File: src/rtl/code_stream_pkg.sv
// Shared definitions for the code stream controller: FSM state encoding and
// default word / counter widths.
package code_stream_pkg;

  localparam int WORD_W_DEF = 16;
  localparam int CNT_W_DEF  = 5;

  typedef enum logic [2:0] {
    S_IDLE  = 3'd0,
    S_CLR   = 3'd1,
    S_SHIFT = 3'd2,
    S_DRAIN = 3'd3,
    S_DONE  = 3'd4
  } state_t;

endpackage

File: src/rtl/code_shreg.sv
// Loadable MSB-first shift register feeding the serial output of the
// code stream controller.
module code_shreg
  import code_stream_pkg::*;
#(
  parameter int WORD_W = WORD_W_DEF
) (
  input  logic              CLK,
  input  logic              RST,
  input  logic              load,
  input  logic              shift,
  input  logic [WORD_W-1:0] d,
  output logic              msb
);

  logic [WORD_W-1:0] sr_p0;

  // Load has priority over shift; shifting moves the next bit into the MSB.
  always_ff @(posedge CLK) begin
    if (RST) begin
      sr_p0 <= '0;
    end else if (load) begin
      sr_p0 <= d;
    end else if (shift) begin
      sr_p0 <= {sr_p0[WORD_W-2:0], 1'b0};
    end
  end

  assign msb = sr_p0[WORD_W-1];

endmodule

File: src/rtl/code_stream_ctrl.sv
// Serialises one word MSB-first into an external sequence detector and
// collects its match flag into hit / match_cnt / first_pos.
module code_stream_ctrl
  import code_stream_pkg::*;
#(
  parameter int WORD_W = WORD_W_DEF,
  parameter int CNT_W  = CNT_W_DEF
) (
  input  logic              CLK,
  input  logic              RST,
  input  logic              start,
  input  logic [WORD_W-1:0] data_in,
  input  logic              Z,
  output logic              x,
  output logic              det_rst_n,
  output logic              busy,
  output logic              done,
  output logic              hit,
  output logic [CNT_W-1:0]  match_cnt,
  output logic [CNT_W-1:0]  first_pos
);

  localparam logic [CNT_W-1:0] LAST_BIT = CNT_W'(WORD_W - 1);
  localparam logic [CNT_W-1:0] CNT_MAX  = '1;

  state_t           state;
  logic [CNT_W-1:0] bit_cnt;
  logic             det_clr_n;
  logic             sr_msb;
  logic             sr_load;
  logic             sr_shift;
  logic             z_eval;

  function automatic logic [CNT_W-1:0] sat_inc(input logic [CNT_W-1:0] v);
    return (v == CNT_MAX) ? v : v + CNT_W'(1);
  endfunction

  assign sr_load  = (state == S_IDLE) && start;
  // The first shift happens leaving CLR so x already carries bit 0 in SHIFT cycle 1.
  assign sr_shift = (state == S_CLR) || (state == S_SHIFT);
  // Z lags x by one cycle: the first SHIFT cycle sees the cleared detector,
  // DRAIN sees the result for the last bit.
  assign z_eval   = ((state == S_SHIFT) && (bit_cnt != '0)) || (state == S_DRAIN);
  // Detector is held in clear while the controller itself is in reset.
  assign det_rst_n = det_clr_n & ~RST;

  code_shreg #(.WORD_W(WORD_W)) u_shreg (
    .CLK   (CLK),
    .RST   (RST),
    .load  (sr_load),
    .shift (sr_shift),
    .d     (data_in),
    .msb   (sr_msb)
  );

  // Control FSM with registered outputs and match bookkeeping.
  always_ff @(posedge CLK) begin
    if (RST) begin
      state     <= S_IDLE;
      bit_cnt   <= '0;
      x         <= 1'b0;
      busy      <= 1'b0;
      done      <= 1'b0;
      hit       <= 1'b0;
      match_cnt <= '0;
      first_pos <= '0;
      det_clr_n <= 1'b1;
    end else begin
      done <= 1'b0;
      if (z_eval && Z) begin
        hit       <= 1'b1;
        match_cnt <= sat_inc(match_cnt);
        if (!hit) first_pos <= bit_cnt - CNT_W'(1);
      end
      case (state)
        S_IDLE: begin
          if (start) begin
            state     <= S_CLR;
            bit_cnt   <= '0;
            hit       <= 1'b0;
            match_cnt <= '0;
            first_pos <= '0;
            busy      <= 1'b1;
            det_clr_n <= 1'b0;
          end
        end
        S_CLR: begin
          state     <= S_SHIFT;
          det_clr_n <= 1'b1;
          x         <= sr_msb;
        end
        S_SHIFT: begin
          bit_cnt <= bit_cnt + CNT_W'(1);
          if (bit_cnt == LAST_BIT) begin
            x     <= 1'b0;
            state <= S_DRAIN;
          end else begin
            x <= sr_msb;
          end
        end
        S_DRAIN: begin
          state <= S_DONE;
          busy  <= 1'b0;
        end
        S_DONE: begin
          // done is registered out of DONE, so it is seen in the following cycle.
          state <= S_IDLE;
          done  <= 1'b1;
        end
        default: state <= S_IDLE;
      endcase
    end
  end

endmodule

File: config.mk
export PLATFORM = sky130hd
export DESIGN_NAME = code_stream_ctrl
export DESIGN_NICKNAME = d
export VERILOG_FILES = /design/src/rtl/code_stream_pkg.sv /design/src/rtl/code_shreg.sv /design/src/rtl/code_stream_ctrl.sv
export SDC_FILE = /design/constraint.sdc
export NUM_CORES = 1
export LEC_CHECK = 0
export CELL_PAD_IN_SITES_DETAIL_PLACEMENT = 0
export CELL_PAD_IN_SITES_GLOBAL_PLACEMENT = 1
export CORE_MARGIN = 1.5
export CORE_UTILIZATION = 38
export DETAILED_ROUTE_END_ITERATION = 6
export HOLD_SLACK_MARGIN = 0.08
export PLACE_DENSITY_LB_ADDON = 0.25
export SLEW_MARGIN = 25
export SYNTH_ARGS = -nofsm -noshare
export SYNTH_HDL_FRONTEND = slang
export SYNTH_SLANG_ARGS = --single-unit
File: constraint.sdc
create_clock -name CLK -period 2.2 [get_ports CLK]
set_clock_uncertainty 0.2 [all_clocks]
set_input_delay 0.33 -clock CLK [delete_from_list [all_inputs] [get_ports CLK]]
set_output_delay 0.33 -clock CLK [all_outputs]
set_load 0.01 [all_outputs]
==> impl_metrics.env, run 1 <==
export IMPL_viasPerCell=5.06
export IMPL_cts_sinks=39
export IMPL_yosys_top_cells_count="39 x dfxtp_1, 37 x nor2_1, 28 x nand2_1, 14 x a21oi_1"
export IMPL_ys_flop_type="dfxtp_1"
export IMPL_io_pins=35
export IMPL_irDropWorstVdd_v=0.000304
export IMPL_syn_avg_cell_area_um2=8.50
export IMPL_cts_hold_fix_buffers=0
export IMPL_clock_path_buffers=2
export IMPL_wirelength_um=3710
export IMPL_grtUsageMet1_pct=21.0
export IMPL_cts_tree="done"
export IMPL_worst_pin_slew_ps=657
export IMPL_async_flop_share_pct=0
export IMPL_drt_iter0_markers=65
export IMPL_drc_errors=0
export IMPL_core_area_um2=4660
export IMPL_grt_met3_usage_pct=4.17
export IMPL_cp_end_kind="flop"
export IMPL_min_period_over_period_pct=90.0
export IMPL_firstDrtPassIters=4
export IMPL_max_stage_delay_ps=740
export IMPL_synth_edf_count=0
export IMPL_synthTopCellsByArea="dfxtp_1 43%, nor2_1 7.6%, nand2_1 5.8%, a311oi_1 4.3%, a21oi_1 3.8%"
export IMPL_maxCapViolations=0
export IMPL_power_density_nw_per_um2=656
export IMPL_grt_pass1_wl_um=6470
export IMPL_yosysTopAreaCell="dfxtp_1"
export IMPL_clk_latency_ps=280
export IMPL_gp_congestion=0.731
export IMPL_gr_total_overflow=0
export IMPL_status="complete, no violations"
export IMPL_synth_nets=239
export IMPL_timing_fmax_mhz=505
export IMPL_fin_tns_setup_ps=0
export IMPL_chipHeight_um=72.3
export IMPL_track_usage_pct=15.6
export IMPL_dieArea_um2=5230
export IMPL_drv_slew=0
export IMPL_crit_type="flop to flop"
export IMPL_core_rowCount=25
export IMPL_hpwlAfterDp_um=2570
export IMPL_synth_most_common_cell="dfxtp_1"
export IMPL_drt_wirelength_per_cell_um=12.3
export IMPL_cp_num_buf_inv=0
export IMPL_period_needed_ps=1980
export IMPL_cp_slowest_cell="dfxtp_1"
export IMPL_slew_headroom_pct=56.1
export IMPL_setup_viol=0
export IMPL_power_leakage_uw=0.000857
export IMPL_post_cts_resize_count=0
export IMPL_root_buffer="clkbuf_8"
export IMPL_post_cts_buffers=0
export IMPL_path_delay_family="flip-flops"
export IMPL_syn_inst=215
export IMPL_hold_viol_final=0
export IMPL_rsz0062_at_grt="false"
export IMPL_p_total_uw=1510
export IMPL_startpoint_type="flop"
export IMPL_critPathMaxFanout=18
export IMPL_grt_max_degree=23
export IMPL_die_x_um=72.3
export IMPL_arrival_ps=1970
export IMPL_met2_usage_pct=24.5
export IMPL_synth_top_area_share_pct=42.7
export IMPL_portBuffers=34
export IMPL_vias=1528
export IMPL_ys_warnings_count=0
export IMPL_grt_pass1_vias=1408
export IMPL_hold_class="flop to flop"
export IMPL_diodes=0
export IMPL_num_nets_final=272
export IMPL_cts_made_buffers=5
export IMPL_synth_seq_area_share_pct=42.7
export IMPL_initial_core_util_pct=39.2
export IMPL_htreeDepth=2
export IMPL_syn_area_um2=1830
export IMPL_clk_pin_slew_ps=70
export IMPL_ant_nets=0
export IMPL_synth_seq_cells=39
export IMPL_cp_cell_sequence="nand2b_1 -> a21oi_2 -> nand2_1 -> a311oi_1"
export IMPL_antenna_found_initial=0
export IMPL_top_usage_layer="met2"
export IMPL_yosysUniqueCellTypes=44
export IMPL_synthToLayoutAreaGrowth_pct=26.4
export IMPL_cp_required_ps=2190
export IMPL_post_route_cells_drive_above_1_share_pct=8.87
## power breakdown
group	switching (uW)	leakage, uW	internal [uW]
registers	33.6	0.000319	750
logic	127	0.000491	127
clock network	231	0.0000470	246
## layout by cell type, fill, tap and decap left out, drive strengths merged
master	n
a31oi	1
and3	3
a41o	1
o31a	1
a21oi	16
nor2b	1
mux2i	4
clkinv	1
inv	5
o31ai	1
nand3	3
a211oi	4
a2bb2oi	1
clkdlybuf4s50	34
nand2b	5
o21ai	5
nor3b	3
a41oi	1
or3b	1
nand3b	2
a22oi	3
ha	4
a221o	1
a311oi	9
nor3	8
or3	1
dfxtp	39
a21o	1
nor2	37
clkbuf	6
or2	1
nand2	28
nor4b	2
and4	1
xnor2	3
o22ai	4
buf	7
## layer usage
layer  vias to the layer above  share of wire [%]
met4                         0                1.3
li1                        818                  -
met5                         -                  0
met2                        35                 44
met3                         6                4.1
met1                       669                 51
## worst paths after layout
check,slack (ps),end,from,depth (start not counted)
max,220,u_shreg.sr_p0[7],state[1],4
min,260,x,x,2
max reg2reg,220,u_shreg.sr_p0[7],state[1],4
min reg2reg,260,x,x,2
## state kept, by name (all words and copies together), names as in the netlist
name and count:
first_pos 5, done 1, hit 1, bit_cnt 5, det_clr_n 1, busy 1
x 1, match_cnt 5, u_shreg.sr_p0 16, state 3
## per-stage QoR
stage / util (%) / setup WS [ps] / cells / hold WS (ps) / instance area [um^2]
final: 49.5 / 221 / 302 / 262 / 2310
after global placement: 47.7 / 248 / 295 / 247 / 2220
after CTS: 49.5 / 198 / 302 / 271 / 2310
after floorplan: - / 441 / 215 / 248 / 1830
after detailed placement: 47.7 / 232 / 295 / 260 / 2220
after global routing: 49.5 / 10.6 / 302 / 301 / 2310
## logic make-up after synthesis
family	share of synthesized area [%]
AND/OR/NAND/NOR	26.4
AO/OA/AOI/OAI	19.1
flip-flops	42.7
buffers and inverters	5.34
multiplexers	2.19
adder cells (fa/ha/maj)	2.74
XOR/XNOR	1.44
## area by class of cell
type                            count  area (um^2)
Clock inverter                      1         5.00
Fill cell                         464         2350
Clock buffer                        6         82.6
Tap cell                           54         67.6
Timing Repair Buffer               41          405
Inverter                            5         18.8
Multi-Input combinational cell    156          948
Sequential cell                    39          781
## tightest hold or removal path, delay by kind of cell (launching register included)
kind / cells / cell delay (ps)
compound gates: 1 / 50
flops: 1 / 320
simple gates: 1 / 50
Note: power is estimated with default switching activity, not from simulation.
==> run 2, diff against run 1 <==
--- a/config.mk
+++ b/config.mk
@@ -5,6 +5,7 @@
 export SDC_FILE = /design/constraint.sdc
 export NUM_CORES = 1
 export LEC_CHECK = 0
+export CAP_MARGIN = 10
 export CELL_PAD_IN_SITES_DETAIL_PLACEMENT = 0
 export CELL_PAD_IN_SITES_GLOBAL_PLACEMENT = 1
 export CORE_MARGIN = 1.5
==> results of run 2 <==
The final DEF is identical to that of run 1; final timing and power are the same.
==> run 3, diff against run 2 <==
--- a/config.mk
+++ b/config.mk
@@ -8,6 +8,7 @@
 export CAP_MARGIN = 10
 export CELL_PAD_IN_SITES_DETAIL_PLACEMENT = 0
 export CELL_PAD_IN_SITES_GLOBAL_PLACEMENT = 1
+export CORE_ASPECT_RATIO = 1.2
 export CORE_MARGIN = 1.5
 export CORE_UTILIZATION = 38
 export DETAILED_ROUTE_END_ITERATION = 6
==> run 3 against run 2 <==
Clock-buffer cell count is 2 higher. Via count is 2.2% higher. First-iteration DRC count is 28% lower. Critical endpoint is now det_rst_n. Largest cell class unchanged.
==> impl_metrics.env, run 3 (synthesis results as in run 1) <==
export IMPL_r2r_end="first_pos[0]"
export IMPL_gr_total_overflow=0
export IMPL_min_period_over_period_pct=87.5
export IMPL_portBuffers=34
export IMPL_cp_slowest_cell="clkdlybuf4s50_1"
export IMPL_holdPathStages=2
export IMPL_drt_iter0_markers=47
export IMPL_top_register="u_shreg.sr_p0"
export IMPL_initial_core_util_pct=39.8
export IMPL_wirelength_um=3760
export IMPL_largest_reg_flops=16
export IMPL_min_delay_start="x"
export IMPL_worst_pin_slew_ps=491
export IMPL_htreeDepth=2
export IMPL_clk_pin_slew_ps=70
export IMPL_arrival_ps=1400
export IMPL_clock_path_buffers=2
export IMPL_root_buffer="clkbuf_8"
export IMPL_die_x_um=66.3
export IMPL_vias=1561
export IMPL_crit_top_cell="clkdlybuf4s50_1"
export IMPL_cp_end_kind="output pin"
export IMPL_firstDrtPassIters=4
export IMPL_chipHeight_um=79.0
export IMPL_gp_congestion=0.706
export IMPL_ant_nets=0
export IMPL_startpoint_type="input pin"
export IMPL_power_leakage_uw=0.000861
export IMPL_clk_latency_ps=290
export IMPL_synthToLayoutAreaGrowth_pct=27.3
export IMPL_power_density_nw_per_um2=678
export IMPL_status="complete, no violations"
export IMPL_crit_type="input pin to output pin"
export IMPL_grt_pass1_vias=1434
export IMPL_cts_hold_fix_buffers=0
export IMPL_hpwlAfterDp_um=2630
export IMPL_post_cts_resize_count=0
export IMPL_antenna_found_initial=0
export IMPL_max_stage_delay_ps=540
export IMPL_rsz0062_at_grt="false"
export IMPL_cp_required_ps=1670
export IMPL_slew_headroom_pct=67.3
export IMPL_final_cell_mix="39 x dfxtp_1, 37 x nor2_1, 34 x clkdlybuf4s50_1"
export IMPL_holdPathEnd="x"
export IMPL_cp_cell_sequence="clkdlybuf4s50_1 -> nor2b_1 -> clkdlybuf4s50_1"
export IMPL_track_usage_pct=15.7
export IMPL_diodes=0
export IMPL_p_total_uw=1580
export IMPL_viasPerCell=5.08
export IMPL_cts_sinks=39
export IMPL_setup_viol=0
export IMPL_hold_viol_final=0
export IMPL_dieArea_um2=5230
export IMPL_core_area_um2=4590
export IMPL_cts_tree="done"
export IMPL_cts_made_buffers=5
export IMPL_fin_tns_setup_ps=0
export IMPL_grt_pass1_wl_um=6410
export IMPL_num_nets_final=272
export IMPL_irDropWorstVdd_v=0.000324
export IMPL_drv_slew=0
export IMPL_drc_errors=0
export IMPL_period_needed_ps=1930
export IMPL_r2r_start="bit_cnt[0]"
export IMPL_hold_class="flop to flop"
export IMPL_post_cts_buffers=0
export IMPL_core_rowCount=27
export IMPL_grt_max_degree=32
export IMPL_maxCapViolations=0
export IMPL_post_route_cells_drive_above_1_share_pct=8.84
export IMPL_drt_wirelength_per_cell_um=12.3
export IMPL_io_pins=35
export IMPL_critPathMaxFanout=2
export IMPL_layout_commonest_cell="dfxtp_1"
export IMPL_timing_fmax_mhz=519
export IMPL_rr_worst_depth=6
export IMPL_reg2reg_setup_slack_ps=300
run 3: stage by stage:
step / utilization, % / hold WS [ps] / cells / setup WS [ps] / instance area (um^2)
after floorplan: - / 248 / 215 / 441 / 1830
after global placement: 48.4 / 248 / 299 / 161 / 2230
after detailed placement: 48.4 / 248 / 299 / 174 / 2230
after CTS: 50.6 / 259 / 307 / 267 / 2330
after global routing: 50.6 / 298 / 307 / 95.6 / 2330
final: 50.6 / 253 / 307 / 275 / 2330
run 3: routing by layer:
metal | part of all wire [%] | global-route usage (%)
met5 | 0 | 0
met3 | 3.7 | 4.25
met2 | 47 | 26.7
met1 | 47 | 18.5
met4 | 1.8 | 6.12
run 3: critical path: cells and delay by family:
family | cells | cell delay (ps)
buffers and inverters | 2 | 960
and+or+nand+nor | 1 | 110
run 3: worst max path at each step:
stage,cells past startpoint,to,from
floorplan,6,first_pos[0],bit_cnt[0]
global placement,6,bit_cnt[0],start
detailed placement,5,match_cnt[2],start
CTS,3,det_rst_n,RST
global route,6,first_pos[2],bit_cnt[0]
finish,3,det_rst_n,RST
run 3: final cells by class:
cell class	count	area, um^2
multi-input cells	156	948
inverters	5	18.8
repair buffers	41	405
flip-flops and latches	39	781
well taps	58	72.6
clock buffers	8	100
fillers	482	2270
run 3: power by group:
part | switching (uW) | internal, uW | leakage [uW] | total, uW
clock network | 252 | 286 | 0.0000515 | 539
registers | 31.0 | 750 | 0.000319 | 781
logic | 129 | 129 | 0.000491 | 258
